--- config.mk ---
export PLATFORM = sky130hd
export DESIGN_NAME = ttt_referee
export DESIGN_NICKNAME = d
export VERILOG_FILES = /design/src/rtl/ttt_referee.sv
export SDC_FILE = /design/constraint.sdc
export NUM_CORES = 1
export LEC_CHECK = 0
export CAP_MARGIN = 20
export CORE_ASPECT_RATIO = 1.25
export CORE_MARGIN = 10
export CORE_UTILIZATION = 51
export CTS_CLUSTER_SIZE = 8
export DETAILED_ROUTE_END_ITERATION = 8
export PLACE_DENSITY = 0.85
export SLEW_MARGIN = 5
export SYNTH_ARGS = -nofsm -noshare
export SYNTH_HDL_FRONTEND = slang
export SYNTH_SLANG_ARGS = --single-unit
export TNS_END_PERCENT = 1
--- constraint.sdc ---
create_clock -name clock -period 3 [get_ports clock]
set_clock_uncertainty 0.15 [all_clocks]
set_input_delay 0.75 -clock clock [delete_from_list [all_inputs] [get_ports clock]]
set_output_delay 0.75 -clock clock [all_outputs]
set_load 0.03 [all_outputs]
--- src/rtl/ttt_referee.sv ---
// Tic-tac-toe referee: validates human moves against the tracked board, hands legal
// moves to the engine, checks the engine's reply and decides win/draw/fault.
module ttt_referee #(
    parameter int ENG_TIMEOUT = 16
) (
    input  logic       clock,
    input  logic       reset,
    input  logic       newGame,
    input  logic [3:0] hMoveIn,
    input  logic       hValid,
    output logic       hReady,
    output logic [3:0] hMove,
    output logic       engValid,
    input  logic [3:0] cMove,
    input  logic       engValidIn,
    output logic [8:0] boardX,
    output logic [8:0] boardO,
    output logic [3:0] moveCount,
    output logic       illegal,
    output logic       engErr,
    output logic       gameOver,
    output logic [1:0] result,
    output logic [2:0] dbgState
);

    // Handshakes: a human move transfers on a clock edge where hValid & hReady.
    // engValid/hMove stay asserted and stable until the edge that leaves ENG_REQ;
    // engValidIn is a one-cycle pulse that is only looked at while in ENG_REQ.

    localparam int CW = $clog2(ENG_TIMEOUT + 1);

    typedef enum logic [2:0] {
        S_IDLE    = 3'd0,
        S_H_EVAL  = 3'd1,
        S_ENG_REQ = 3'd2,
        S_C_EVAL  = 3'd3,
        S_DONE    = 3'd4
    } state_t;

    state_t          state_q, state_d;
    logic [8:0]      boardX_q, boardX_d;
    logic [8:0]      boardO_q, boardO_d;
    logic [3:0]      moveCount_q, moveCount_d;
    logic [3:0]      hMove_q, hMove_d;
    logic            illegal_q, illegal_d;
    logic            engErr_q, engErr_d;
    logic [1:0]      result_q, result_d;
    logic [CW-1:0]   cnt_q, cnt_d;

    logic [8:0] h_mask;
    logic [8:0] c_mask;
    logic       h_bad;
    logic       c_bad;

    function automatic logic has_line(input logic [8:0] b);
        return (&b[2:0]) | (&b[5:3]) | (&b[8:6]) |
               (b[0] & b[3] & b[6]) | (b[1] & b[4] & b[7]) | (b[2] & b[5] & b[8]) |
               (b[0] & b[4] & b[8]) | (b[2] & b[4] & b[6]);
    endfunction

    // Out-of-range indices shift the one-hot mask to zero; the range check rejects them first.
    assign h_mask = 9'd1 << hMoveIn;
    assign c_mask = 9'd1 << cMove;
    assign h_bad  = (hMoveIn > 4'd8) || (|(h_mask & (boardX_q | boardO_q)));
    assign c_bad  = (cMove > 4'd8) || (|(c_mask & (boardX_q | boardO_q)));

    always_ff @(posedge clock or posedge reset) begin
        if (reset) begin
            state_q     <= S_IDLE;
            boardX_q    <= '0;
            boardO_q    <= '0;
            moveCount_q <= '0;
            hMove_q     <= '0;
            illegal_q   <= 1'b0;
            engErr_q    <= 1'b0;
            result_q    <= 2'b00;
            cnt_q       <= '0;
        end else begin
            state_q     <= state_d;
            boardX_q    <= boardX_d;
            boardO_q    <= boardO_d;
            moveCount_q <= moveCount_d;
            hMove_q     <= hMove_d;
            illegal_q   <= illegal_d;
            engErr_q    <= engErr_d;
            result_q    <= result_d;
            cnt_q       <= cnt_d;
        end
    end

    always_comb begin
        state_d     = state_q;
        boardX_d    = boardX_q;
        boardO_d    = boardO_q;
        moveCount_d = moveCount_q;
        hMove_d     = hMove_q;
        illegal_d   = 1'b0;
        engErr_d    = engErr_q;
        result_d    = result_q;
        cnt_d       = '0;

        if (newGame) begin
            state_d     = S_IDLE;
            boardX_d    = '0;
            boardO_d    = '0;
            moveCount_d = '0;
            engErr_d    = 1'b0;
            result_d    = 2'b00;
        end else begin
            unique case (state_q)
                S_IDLE: begin
                    if (hValid) begin
                        if (h_bad) begin
                            illegal_d = 1'b1;
                        end else begin
                            boardX_d    = boardX_q | h_mask;
                            moveCount_d = moveCount_q + 4'd1;
                            hMove_d     = hMoveIn;
                            state_d     = S_H_EVAL;
                        end
                    end
                end
                S_H_EVAL: begin
                    if (has_line(boardX_q)) begin
                        result_d = 2'b01;
                        state_d  = S_DONE;
                    end else if (moveCount_q == 4'd9) begin
                        result_d = 2'b11;
                        state_d  = S_DONE;
                    end else begin
                        state_d = S_ENG_REQ;
                    end
                end
                S_ENG_REQ: begin
                    cnt_d = cnt_q + CW'(1);
                    if (engValidIn) begin
                        if (c_bad) begin
                            engErr_d = 1'b1;
                            result_d = 2'b00;
                            state_d  = S_DONE;
                        end else begin
                            boardO_d    = boardO_q | c_mask;
                            moveCount_d = moveCount_q + 4'd1;
                            state_d     = S_C_EVAL;
                        end
                    end else if (cnt_q == CW'(ENG_TIMEOUT - 1)) begin
                        // This was the last cycle the engine was allowed to answer in.
                        engErr_d = 1'b1;
                        result_d = 2'b00;
                        state_d  = S_DONE;
                    end
                end
                S_C_EVAL: begin
                    if (has_line(boardO_q)) begin
                        result_d = 2'b10;
                        state_d  = S_DONE;
                    end else if (moveCount_q == 4'd9) begin
                        result_d = 2'b11;
                        state_d  = S_DONE;
                    end else begin
                        state_d = S_IDLE;
                    end
                end
                S_DONE: begin
                    state_d = S_DONE;
                end
                default: begin
                    state_d = S_IDLE;
                end
            endcase
        end
    end

    assign hReady    = (state_q == S_IDLE);
    assign engValid  = (state_q == S_ENG_REQ);
    assign gameOver  = (state_q == S_DONE);
    assign hMove     = hMove_q;
    assign boardX    = boardX_q;
    assign boardO    = boardO_q;
    assign moveCount = moveCount_q;
    assign illegal   = illegal_q;
    assign engErr    = engErr_q;
    assign result    = result_q;
    assign dbgState  = state_q;

endmodule

==> results of run 1 <==
-- where the power goes --
part	internal, mW	leakage [nW]	switching [mW]
Combinational	0.155	0.748	0.194
Clock	0.333	0.0683	0.182
Sequential	0.539	0.520	0.0272
Total	1.03	1.34	0.403
-- logic make-up (layout without fill, tap and decap cells) --
logic type               Yosys count  count (layout)  share of synthesized area, %
buffers and inverters             17              96                          4.24
flip-flops                        38              38                          40.8
XOR/XNOR                           2               2                         0.752
adder cells (fa/ha/maj)            4               4                          2.15
multiplexers                       6               6                          2.90
AO/OA/AOI/OAI                     73              73                          25.1
AND/OR/NAND/NOR                   98              98                          24.0
-- cell usage in the layout, fill, tap and decap left out, types with 2 or more instances in the layout --
master / instances
or3_1: 2
a22oi_1: 4
dfrtp_1: 38
or4b_1: 2
bufinv_16: 2
nor2b_1: 5
nor3_1: 8
ha_1: 4
or2_2: 3
and3_4: 2
a22o_1: 8
a41oi_1: 18
a311oi_2: 2
a21oi_1: 14
nor3_2: 3
a211oi_1: 3
nand3_1: 2
nor2_1: 43
mux2_1: 2
nand2_1: 5
clkdlybuf4s50_1: 48
buf_4: 32
or3b_1: 2
and2_1: 3
inv_1: 8
a211o_1: 2
o21ai_0: 5
and3_1: 4
mux2_2: 4
a31oi_1: 3
clkbuf_8: 5
nand2b_1: 3
o21ai_2: 2
-- how the worst max path moves through the flow --
stage | startpoint | to | slack (ns) | depth (start not counted)
2_1_floorplan | dbgState[2]$_DFFE_PP0P_ | moveCount[3]$_DFFE_PP0P_ | 0.25 | 7
3_3_place_gp | cMove[1] | moveCount[2]$_DFFE_PP0P_ | -0.03 | 7
3_5_place_dp | hMoveIn[1] | moveCount[3]$_DFFE_PP0P_ | -0.11 | 8
4_1_cts | hMoveIn[2] | moveCount[3]$_DFFE_PP0P_ | 0.19 | 8
5_1_grt | hMoveIn[0] | dbgState[1]$_DFFE_PP0P_ | 0.07 | 8
6_report | hMoveIn[0] | moveCount[2]$_DFFE_PP0P_ | 0.15 | 8
-- stage by stage --
step / utilization (%) / hold slack, ns / instance area [um^2] / setup TNS (ns) / total power, mW
global route: 72.2 / 0.334 / 3200 / 0 / 1.50
floorplan: - / 0.283 / 2330 / 0 / 0.774
global placement: 69.0 / 0.300 / 3050 / -0.0283 / 0.917
CTS: 72.1 / 0.315 / 3190 / 0 / 1.44
detailed placement: 69.0 / 0.304 / 3050 / -0.683 / 0.925
finish: 72.2 / 0.317 / 3200 / 0 / 1.43
-- final cells by class --
type                    count  area (um^2)
multi-input cells         183         1280
fillers                   343         1230
flip-flops and latches     38          951
repair buffers             80          721
well taps                  58         72.6
clock buffers               5         68.8
clock inverters             3         68.8
inverters                   8         30.0
-- sequential cells by signal, summed over array words and instances (netlist names) --
name,flops
boardX,9
hMove,4
illegal,1
boardO,9
engErr,1
result,2
moveCount,4
cnt_q,5
dbgState,3
-- per-layer routing --
layer	vias to the layer above	track usage (%)
li1	1055	-
met1	1102	19.1
met2	104	30.3
met3	15	5.27
met4	0	9.26
met5	-	0
==> results.tsv, run 1 <==
metric	value	unit
worst skew pair latency	0.29	ns
leading area contributor after synthesis	dfrtp_1	
H-Tree Depth	2	
Met1 Routed Length	2480	um
layout cells sized above 1	21.8	%
Final Max Slew Viols	0	
first-pass GRT wire length	10900	um
top post-synthesis cells by count	nor2_1 (43), dfrtp_1 (38), a41oi_1 (18), a21oi_1 (14), nor3_1 (9)	
min cycle time layout	2.85	ns
Area Overhead vs Synth	37.2	%
CTS sink cnt	38	
Worst Max-Slew Pin Slew	0.533	ns
Hold WC Path Type	reg -> reg	
Req. time, crit path	3.02	ns
initial antenna violation count	0	
Synth Cell Area	2330	um^2
leading cell type by number of instances after synthesis	nor2_1	
unrepaired setup endpoints after global routing	no	
area share of the largest cell type after synthesis	40.8	%
slowest stage cell on the critical path	clkdlybuf4s50_1	
WL met3	567	um
RR Endpoint	moveCount[3]$_DFFE_PP0P_	
CP endpoint kind	flop	
clock buffer depth	2	
syn avg cell area	9.78	um^2
Final WS setup	0.145	ns
Worst Setup Path Type	in -> reg	
Max VDD drop	0.328	mV
routed wire length	6550	um
Setup WS pre-CTS	-0.106	ns
core area	4430	um^2
crit-path cells	clkdlybuf4s50_1, buf_4, nand2_1, a2111oi_0, a311oi_2, and3_1, a41oi_1, mux2_1	
GRT overflow	0	
drt pass-1 iters	4	
Die W	80.4	um
commonest register cell after synthesis	dfrtp_1	
Die H	95.5	um
Initial Util	52.6	%
# Post-CTS Setup Buffers	0	
Async SR Flop Fraction	100	%
Fin. Hold Viols	0	
outcome	complete, no violations	
sequential fraction of the synthesis area	40.8	%
vias in the first global route	2308	
drt first-iter violations	108	
worst-path fanout max	7	
Syn Nets	255	
Layout Cells excl Fill	375	
worst r2r path cells	7	
final antenna-violating net count	0	
CTS Hold Bufs	0	
max-cap check violation count	0	
I/O pins	49	
synthesized flop and latch total	38	
die footprint	7690	um^2
DR top layer	met4	
synth warn	0	
Area contributors post-synth	dfrtp_1 (41%), nor2_1 (6.9%), a41oi_1 (6.8%)	
CTS tree	yes	
Max Fclk	350	MHz
crit-path max cell delay	0.53	ns
Max-slew headroom	63.6	%
Final nets	333	
largest net degree at the start of global routing	39	
Reg clk slew, reported paths	0.08	ns
total CTS buffers	5	
final period utilization	95.2	%
PortBufs	48	
WHS Endpoint	cnt_q[0]$_DFF_PP0_	
DP Wirelength	4970	um
RR Startpoint	boardO[3]$_DFFE_PP0P_	
routed vias/inst	6.07	
dpl cells	367	
Power Density	448	nW/um^2
hold depth	1	
cell family with most CP delay	compound AO/OA/AOI/OAI gates	
vias	2276	
Tot GR Track Use	17.7	%
Buf/Inv on CP	2	
Hold Crit Start	cnt_q[0]$_DFF_PP0_	
register-to-register path setup slack	0.73	ns
synthesized netlist cell count	238	
WL/cell	17.5	um
leakage	1.34	nW
nature of the critical path startpoint	primary input	
Rows	27	
Post-synth EDFFs	0	
PostCTS Resize Cnt	0	
Yosys cell types	58	
DRC violations left	0	
Root Driver	clkbuf_8	
Ant. Diodes	0	
data arrival time of the critical path	2.88	ns
Setup Viol. Count Final	0	
RD Place Congestion	0.934	
Detail Route met2 WL	3320	um
Power figures use the tool's default switching activity.
==> run 2, diff against run 1 <==
--- a/config.mk
+++ b/config.mk
@@ -6,12 +6,14 @@
 export NUM_CORES = 1
 export LEC_CHECK = 0
 export CAP_MARGIN = 20
+export CELL_PAD_IN_SITES_DETAIL_PLACEMENT = 1
+export CELL_PAD_IN_SITES_GLOBAL_PLACEMENT = 2
 export CORE_ASPECT_RATIO = 1.25
 export CORE_MARGIN = 10
-export CORE_UTILIZATION = 51
+export CORE_UTILIZATION = 31
 export CTS_CLUSTER_SIZE = 8
 export DETAILED_ROUTE_END_ITERATION = 8
-export PLACE_DENSITY = 0.85
+export PLACE_DENSITY = 0.84
 export SLEW_MARGIN = 5
 export SYNTH_ARGS = -nofsm -noshare
 export SYNTH_HDL_FRONTEND = slang
==> results.tsv, run 2 (synthesis gave the netlist of run 1 again) <==
metric	value	unit	change
outcome	complete, no violations		unchanged
# Post-CTS Setup Buffers	0		unchanged
drt first-iter violations	76		was 108
Req. time, crit path	3.02	ns	about the same
nature of the critical path startpoint	primary input		unchanged
Final Util	44.3	%	was 72.2%
min cycle time layout	2.92	ns	was 2.85 ns
die footprint	11400	um^2	was 7690 um^2
Reg power frac	38.9	%	was 39.6%
WL/cell	18.7	um	was 17.5 um
slowest stage cell on the critical path	clkdlybuf4s50_1		unchanged
leakage	1.35	nW	was 1.34 nW
cell family with most CP delay	compound AO/OA/AOI/OAI gates		unchanged
Max Fclk	342	MHz	was 350 MHz
Psw	0.425	mW	was 0.403 mW
PortBufs	48		unchanged
Power, Total	1.46	mW	was 1.43 mW
Max VDD drop	0.234	mV	was 0.328 mV
RD Place Congestion	0.838		was 0.934
crit-path max cell delay	0.58	ns	was 0.53 ns
final period utilization	97.4	%	was 95.2%
Buf/Inv on CP	3		was 2
I/O pins	49		unchanged
data arrival time of the critical path	2.94	ns	was 2.88 ns
Tot GR Track Use	13.6	%	was 17.7%
sw frac	29.1	%	was 28.2%
H-Tree Depth	2		unchanged
largest net degree at the start of global routing	39		unchanged
GRT overflow	0		unchanged
combinational share of power	24.7	%	was 24.4%
final setup TNS	0	ns	unchanged
drt pass-1 iters	6		was 4
vias in the first global route	2386		was 2,308
CP endpoint kind	flop		unchanged
core area	7360	um^2	was 4430 um^2
CTS tree	yes		unchanged
routed wire length	7690	um	was 6550 um
clock power share	36.5	%	was 36.0%
Ant. Diodes	0		unchanged
total CTS buffers	5		unchanged
Hold WC Path Type	reg -> reg		unchanged
worst skew pair latency	0.30	ns	was 0.29 ns
CTS sink cnt	38		unchanged
most common cell after layout, fill and taps aside	clkdlybuf4s50_1		unchanged
Met1 Routed Length	3180	um	was 2480 um
PostCTS Resize Cnt	0		unchanged
Setup Viol. Count Final	0		unchanged
Worst Max-Slew Pin Slew	0.539	ns	was 0.533 ns
vias	2235		was 2,276
DRC violations left	0		unchanged
WL met3	343	um	was 567 um
internal power	1.03	mW	about the same
Final Max Slew Viols	0		unchanged
Root Driver	clkbuf_8		unchanged
Detail Route met2 WL	4060	um	was 3320 um
Power Density	448	nW/um^2	about the same
DP Wirelength	5840	um	was 4970 um
unrepaired setup endpoints after global routing	no		unchanged
Initial Util	31.6	%	was 52.6%
Fin. Hold Viols	0		unchanged
CP most frequent cell	buf_4		
Die H	117	um	was 95.5 um
crit-path cells	clkdlybuf4s50_1, nor3_1, a2111oi_0, a311oi_2, buf_4, and3_1, o41ai_2, buf_4, a31oi_1		was clkdlybuf4s50_1, buf_4, nand2_1, a2111oi_0, a311oi_2, and3_1, a41oi_1, mux2_1
Reg clk slew, reported paths	0.08	ns	about the same
CTS Hold Bufs	0		unchanged
Max-slew headroom	63.1	%	was 63.6%
Worst Setup Path Type	in -> reg		unchanged
Die W	97.5	um	was 80.4 um
most frequent cells in the layout	clkdlybuf4s50_1 (48), nor2_1 (43), dfrtp_1 (38), buf_4 (35), a41oi_1 (18)		was clkdlybuf4s50_1 (48), nor2_1 (43), dfrtp_1 (38), buf_4 (32), a41oi_1 (18)
Final nets	336		was 333
worst-path fanout max	6		was 7
max-cap check violation count	0		unchanged
Area Overhead vs Synth	39.8	%	was 37.2%
DR top layer	met4		unchanged
routed vias/inst	5.42		was 6.07
initial antenna violation count	0		unchanged
Rows	35		was 27
layout cells sized above 1	22.2	%	was 21.8%
clock buffer depth	2		unchanged
final antenna-violating net count	0		unchanged
first-pass GRT wire length	12600	um	was 10,900 um
==> run 2: cell types whose count changed in the layout (fill, tap and decap cells not counted), sizes merged <==
| cell | change |
|---|---|
| buf | +3 |
==> run 2: worst reg2reg max path, cell delays in order (launching register included) <==
cell and delay (ns):
dfrtp_1 0.53, nor3_1 0.13, a2111oi_0 0.54, a311oi_2 0.11, buf_4 0.18, and3_1 0.21, o41ai_2 0.26, buf_4 0.17
a31oi_1 0.04
==> run 2: layer usage <==
layer  vias to the layer above  global-route usage [%]
met5                         -                       0
met4                         0                    5.05
met3                         6                    2.88
met2                        53                    24.7
met1                      1120                    15.2
li1                       1056                       -
==> run 2: power groups by stage <==
stage | Sequential, mW | Combinational (mW) | Clock [mW]
floorplan | 0.626 | 0.148 | 0
global placement | 0.577 | 0.357 | 0
detailed placement | 0.578 | 0.361 | 0
CTS | 0.568 | 0.364 | 0.542
global route | 0.573 | 0.387 | 0.566
finish | 0.567 | 0.360 | 0.532
==> run 2: worst paths after layout <==
check	to	depth (start not counted)	slack [ns]	start
max in group asynchronous	hMove[0]$_DFFE_PP0P_	3	1.63	reset
max	dbgState[2]$_DFFE_PP0P_	9	0.08	hMoveIn[1]
min	cnt_q[0]$_DFF_PP0_	1	0.32	cnt_q[0]$_DFF_PP0_
max reg2reg	dbgState[2]$_DFFE_PP0P_	8	0.55	boardO[5]$_DFFE_PP0P_
min in group asynchronous	boardO[6]$_DFFE_PP0P_	3	0.72	reset
min reg2reg	cnt_q[0]$_DFF_PP0_	1	0.32	cnt_q[0]$_DFF_PP0_
==> run 2: area by class of cell <==
| type | instances | area (um^2) |
|---|---|---|
| clock inverter | 3 | 68.8 |
| fill | 859 | 4100 |
| sequential | 38 | 951 |
| inverter | 8 | 30.0 |
| timing repair buffer | 83 | 743 |
| clock buffer | 5 | 68.8 |
| tap | 92 | 115 |
| multi-input combinational | 183 | 1280 |
==> run 2: through the flow <==
stage	setup slack (ns)	cells	area, um^2	hold WS, ns
detailed placement	-0.166	404	3120	0.310
floorplan	0.249	238	2330	0.283
finish	0.0783	412	3260	0.319
CTS	0.0728	412	3260	0.322
global placement	-0.0646	404	3120	0.298
global route	0.0425	412	3260	0.345
==> run 3, diff against run 2 <==
--- a/config.mk
+++ b/config.mk
@@ -13,7 +13,8 @@
 export CORE_UTILIZATION = 31
 export CTS_CLUSTER_SIZE = 8
 export DETAILED_ROUTE_END_ITERATION = 8
-export PLACE_DENSITY = 0.84
+export MAX_ROUTING_LAYER = met4
+export PLACE_DENSITY_LB_ADDON = 0.1
 export SLEW_MARGIN = 5
 export SYNTH_ARGS = -nofsm -noshare
 export SYNTH_HDL_FRONTEND = slang
==> results.tsv, run 3 (synthesis gave the netlist of run 1 again) <==
metric	value	unit	change
outcome	complete, no violations		unchanged
register-to-register path setup slack	0.65	ns	was 0.55 ns
H-Tree Depth	2		unchanged
Worst Setup Path Type	in -> reg		unchanged
Initial Util	31.6	%	unchanged
CTS tree	yes		unchanged
Fin. Hold Viols	0		unchanged
Hold WC Path Type	reg -> reg		unchanged
die footprint	11400	um^2	unchanged
initial antenna violation count	0		unchanged
# Post-CTS Setup Buffers	0		unchanged
Tot GR Track Use	14.2	%	was 13.6%
layout cells sized above 1	21.2	%	was 22.2%
PostCTS Resize Cnt	0		unchanged
max-cap check violation count	0		unchanged
most frequent cells in the layout	clkdlybuf4s50_1 (48), nor2_1 (43), dfrtp_1 (38), buf_4 (30), a41oi_1 (18)		was clkdlybuf4s50_1 (48), nor2_1 (43), dfrtp_1 (38), buf_4 (35), a41oi_1 (18)
Layout Cells excl Fill	408		was 412
Req. time, crit path	3.04	ns	was 3.02 ns
Reg clk slew, reported paths	0.08	ns	about the same
Final Instance Area	3200	um^2	was 3260 um^2
DP Area	3100	um^2	was 3120 um^2
cell family with most CP delay	buffers and inverters		was compound AO/OA/AOI/OAI gates
CP endpoint kind	flop		unchanged
CTS Hold Bufs	0		unchanged
drt pass-1 iters	4		was 6
leakage	1.31	nW	was 1.35 nW
slowest stage cell on the critical path	clkdlybuf4s50_1		unchanged
RR Endpoint	moveCount[2]$_DFFE_PP0P_		was dbgState[2]$_DFFE_PP0P_
worst-path fanout max	5		was 6
Reg power frac	43.2	%	was 38.9%
Max VDD drop	0.231	mV	was 0.234 mV
total CTS buffers	5		unchanged
Die H	117	um	unchanged
most common cell after layout, fill and taps aside	clkdlybuf4s50_1		unchanged
Setup Viol. Count Final	0		unchanged
DP Wirelength	5940	um	was 5840 um
Psw	0.429	mW	was 0.425 mW
Area Overhead vs Synth	37.2	%	was 39.8%
final period utilization	94.2	%	was 97.4%
first-pass GRT wire length	13000	um	was 12,600 um
final antenna-violating net count	0		unchanged
crit-path max cell delay	0.48	ns	was 0.58 ns
worst r2r path cells	8		unchanged
unrepaired setup endpoints after global routing	no		unchanged
dpl cells	400		was 404
sw frac	32.7	%	was 29.1%
core area	7360	um^2	unchanged
worst skew pair latency	0.30	ns	about the same
Worst path depth	8		was 9
crit path to	moveCount[2]$_DFFE_PP0P_		was dbgState[2]$_DFFE_PP0P_
nature of the critical path startpoint	primary input		unchanged
Max Fclk	354	MHz	was 342 MHz
min cycle time layout	2.83	ns	was 2.92 ns
drt first-iter violations	72		was 76
RR Startpoint	boardX[5]$_DFFE_PP0P_		was boardO[5]$_DFFE_PP0P_
routed wire length	7970	um	was 7690 um
Rows	35		unchanged
Die W	97.5	um	unchanged
Setup WS pre-CTS	-0.139	ns	was -0.166 ns
clock buffer depth	2		unchanged
Power Density	410	nW/um^2	was 448 nW/um^2
Final Max Slew Viols	0		unchanged
I/O pins	49		unchanged
vias in the first global route	2414		was 2,386
Power, Total	1.31	mW	was 1.46 mW
Ant. Diodes	0		unchanged
internal power	0.882	mW	was 1.03 mW
vias	2187		was 2,235
RD Place Congestion	0.835		was 0.838
DRC violations left	0		unchanged
Worst Max-Slew Pin Slew	0.518	ns	was 0.539 ns
clock power share	29.4	%	was 36.5%
Final nets	332		was 336
combinational share of power	27.3	%	was 24.7%
crit-path cells	clkdlybuf4s50_1, buf_4, or3_1, a211oi_1, a21oi_1, and3_1, a41oi_1, mux2_1		was clkdlybuf4s50_1, nor3_1, a2111oi_0, a311oi_2, buf_4, and3_1, o41ai_2, buf_4, a31oi_1
largest net degree at the start of global routing	39		unchanged
Final Util	43.4	%	was 44.3%
Max-slew headroom	65.5	%	was 63.1%
routed vias/inst	5.36		was 5.42
Final WS setup	0.173	ns	was 0.0783 ns
PortBufs	48		unchanged
CTS sink cnt	38		unchanged
Buf/Inv on CP	2		was 3
Root Driver	clkbuf_8		unchanged
WL/cell	19.5	um	was 18.7 um
GRT overflow	0		unchanged
data arrival time of the critical path	2.87	ns	was 2.94 ns
Worst Setup SP	hMoveIn[2]		was hMoveIn[1]
-- run 3: cell type report --
cell class,instances,area [um^2]
Timing Repair Buffer,79,726
Inverter,8,30.0
Sequential cell,38,951
Clock buffer,6,82.6
Tap cell,92,115
Clock inverter,2,12.5
Multi-Input combinational cell,183,1280
Fill cell,854,4160
-- run 3: how the worst min path moves through the flow --
stage,start,endpoint,slack [ns],cells after the start
after CTS,cnt_q[0]$_DFF_PP0_,cnt_q[0]$_DFF_PP0_,0.32,1
after global placement,cnt_q[0]$_DFF_PP0_,cnt_q[0]$_DFF_PP0_,0.30,1
final,cnt_q[0]$_DFF_PP0_,cnt_q[0]$_DFF_PP0_,0.32,1
after detailed placement,cnt_q[0]$_DFF_PP0_,cnt_q[0]$_DFF_PP0_,0.31,1
after floorplan,cnt_q[0]$_DFF_PP0_,cnt_q[0]$_DFF_PP0_,0.28,1
after global routing,cnt_q[0]$_DFF_PP0_,cnt_q[0]$_DFF_PP0_,0.38,1
-- run 3: power groups by stage --
stage | Sequential [mW] | Combinational (mW) | Clock, mW
2_1_floorplan | 0.626 | 0.148 | 0
3_3_place_gp | 0.575 | 0.357 | 0
3_5_place_dp | 0.578 | 0.362 | 0
4_1_cts | 0.568 | 0.363 | 0.399
5_1_grt | 0.572 | 0.385 | 0.422
6_report | 0.567 | 0.358 | 0.386
-- run 3: worst reg2reg max path, stage by stage, from the launching register on --
cell       delay, ns
dfrtp_1         0.52
nor3_1          0.10
a2111oi_0       0.40
buf_4           0.19
a311oi_2        0.03
buf_4           0.17
and3_1          0.16
a41oi_1         0.18
mux2_1          0.34
-- run 3: metal layers --
| layer | GRT usage (%) | share of wire [%] |
|---|---|---|
| met4 | 2.91 | 0.69 |
| met1 | 16.4 | 45 |
| met3 | 2.52 | 2.8 |
| met5 | - | 0 |
| met2 | 25.4 | 52 |
-- run 3: per-stage QoR --
step	hold WS (ns)	TNS, ns
detailed placement	0.312	-0.782
global route	0.376	0
CTS	0.322	0
finish	0.316	0
global placement	0.304	-0.288
floorplan	0.283	0
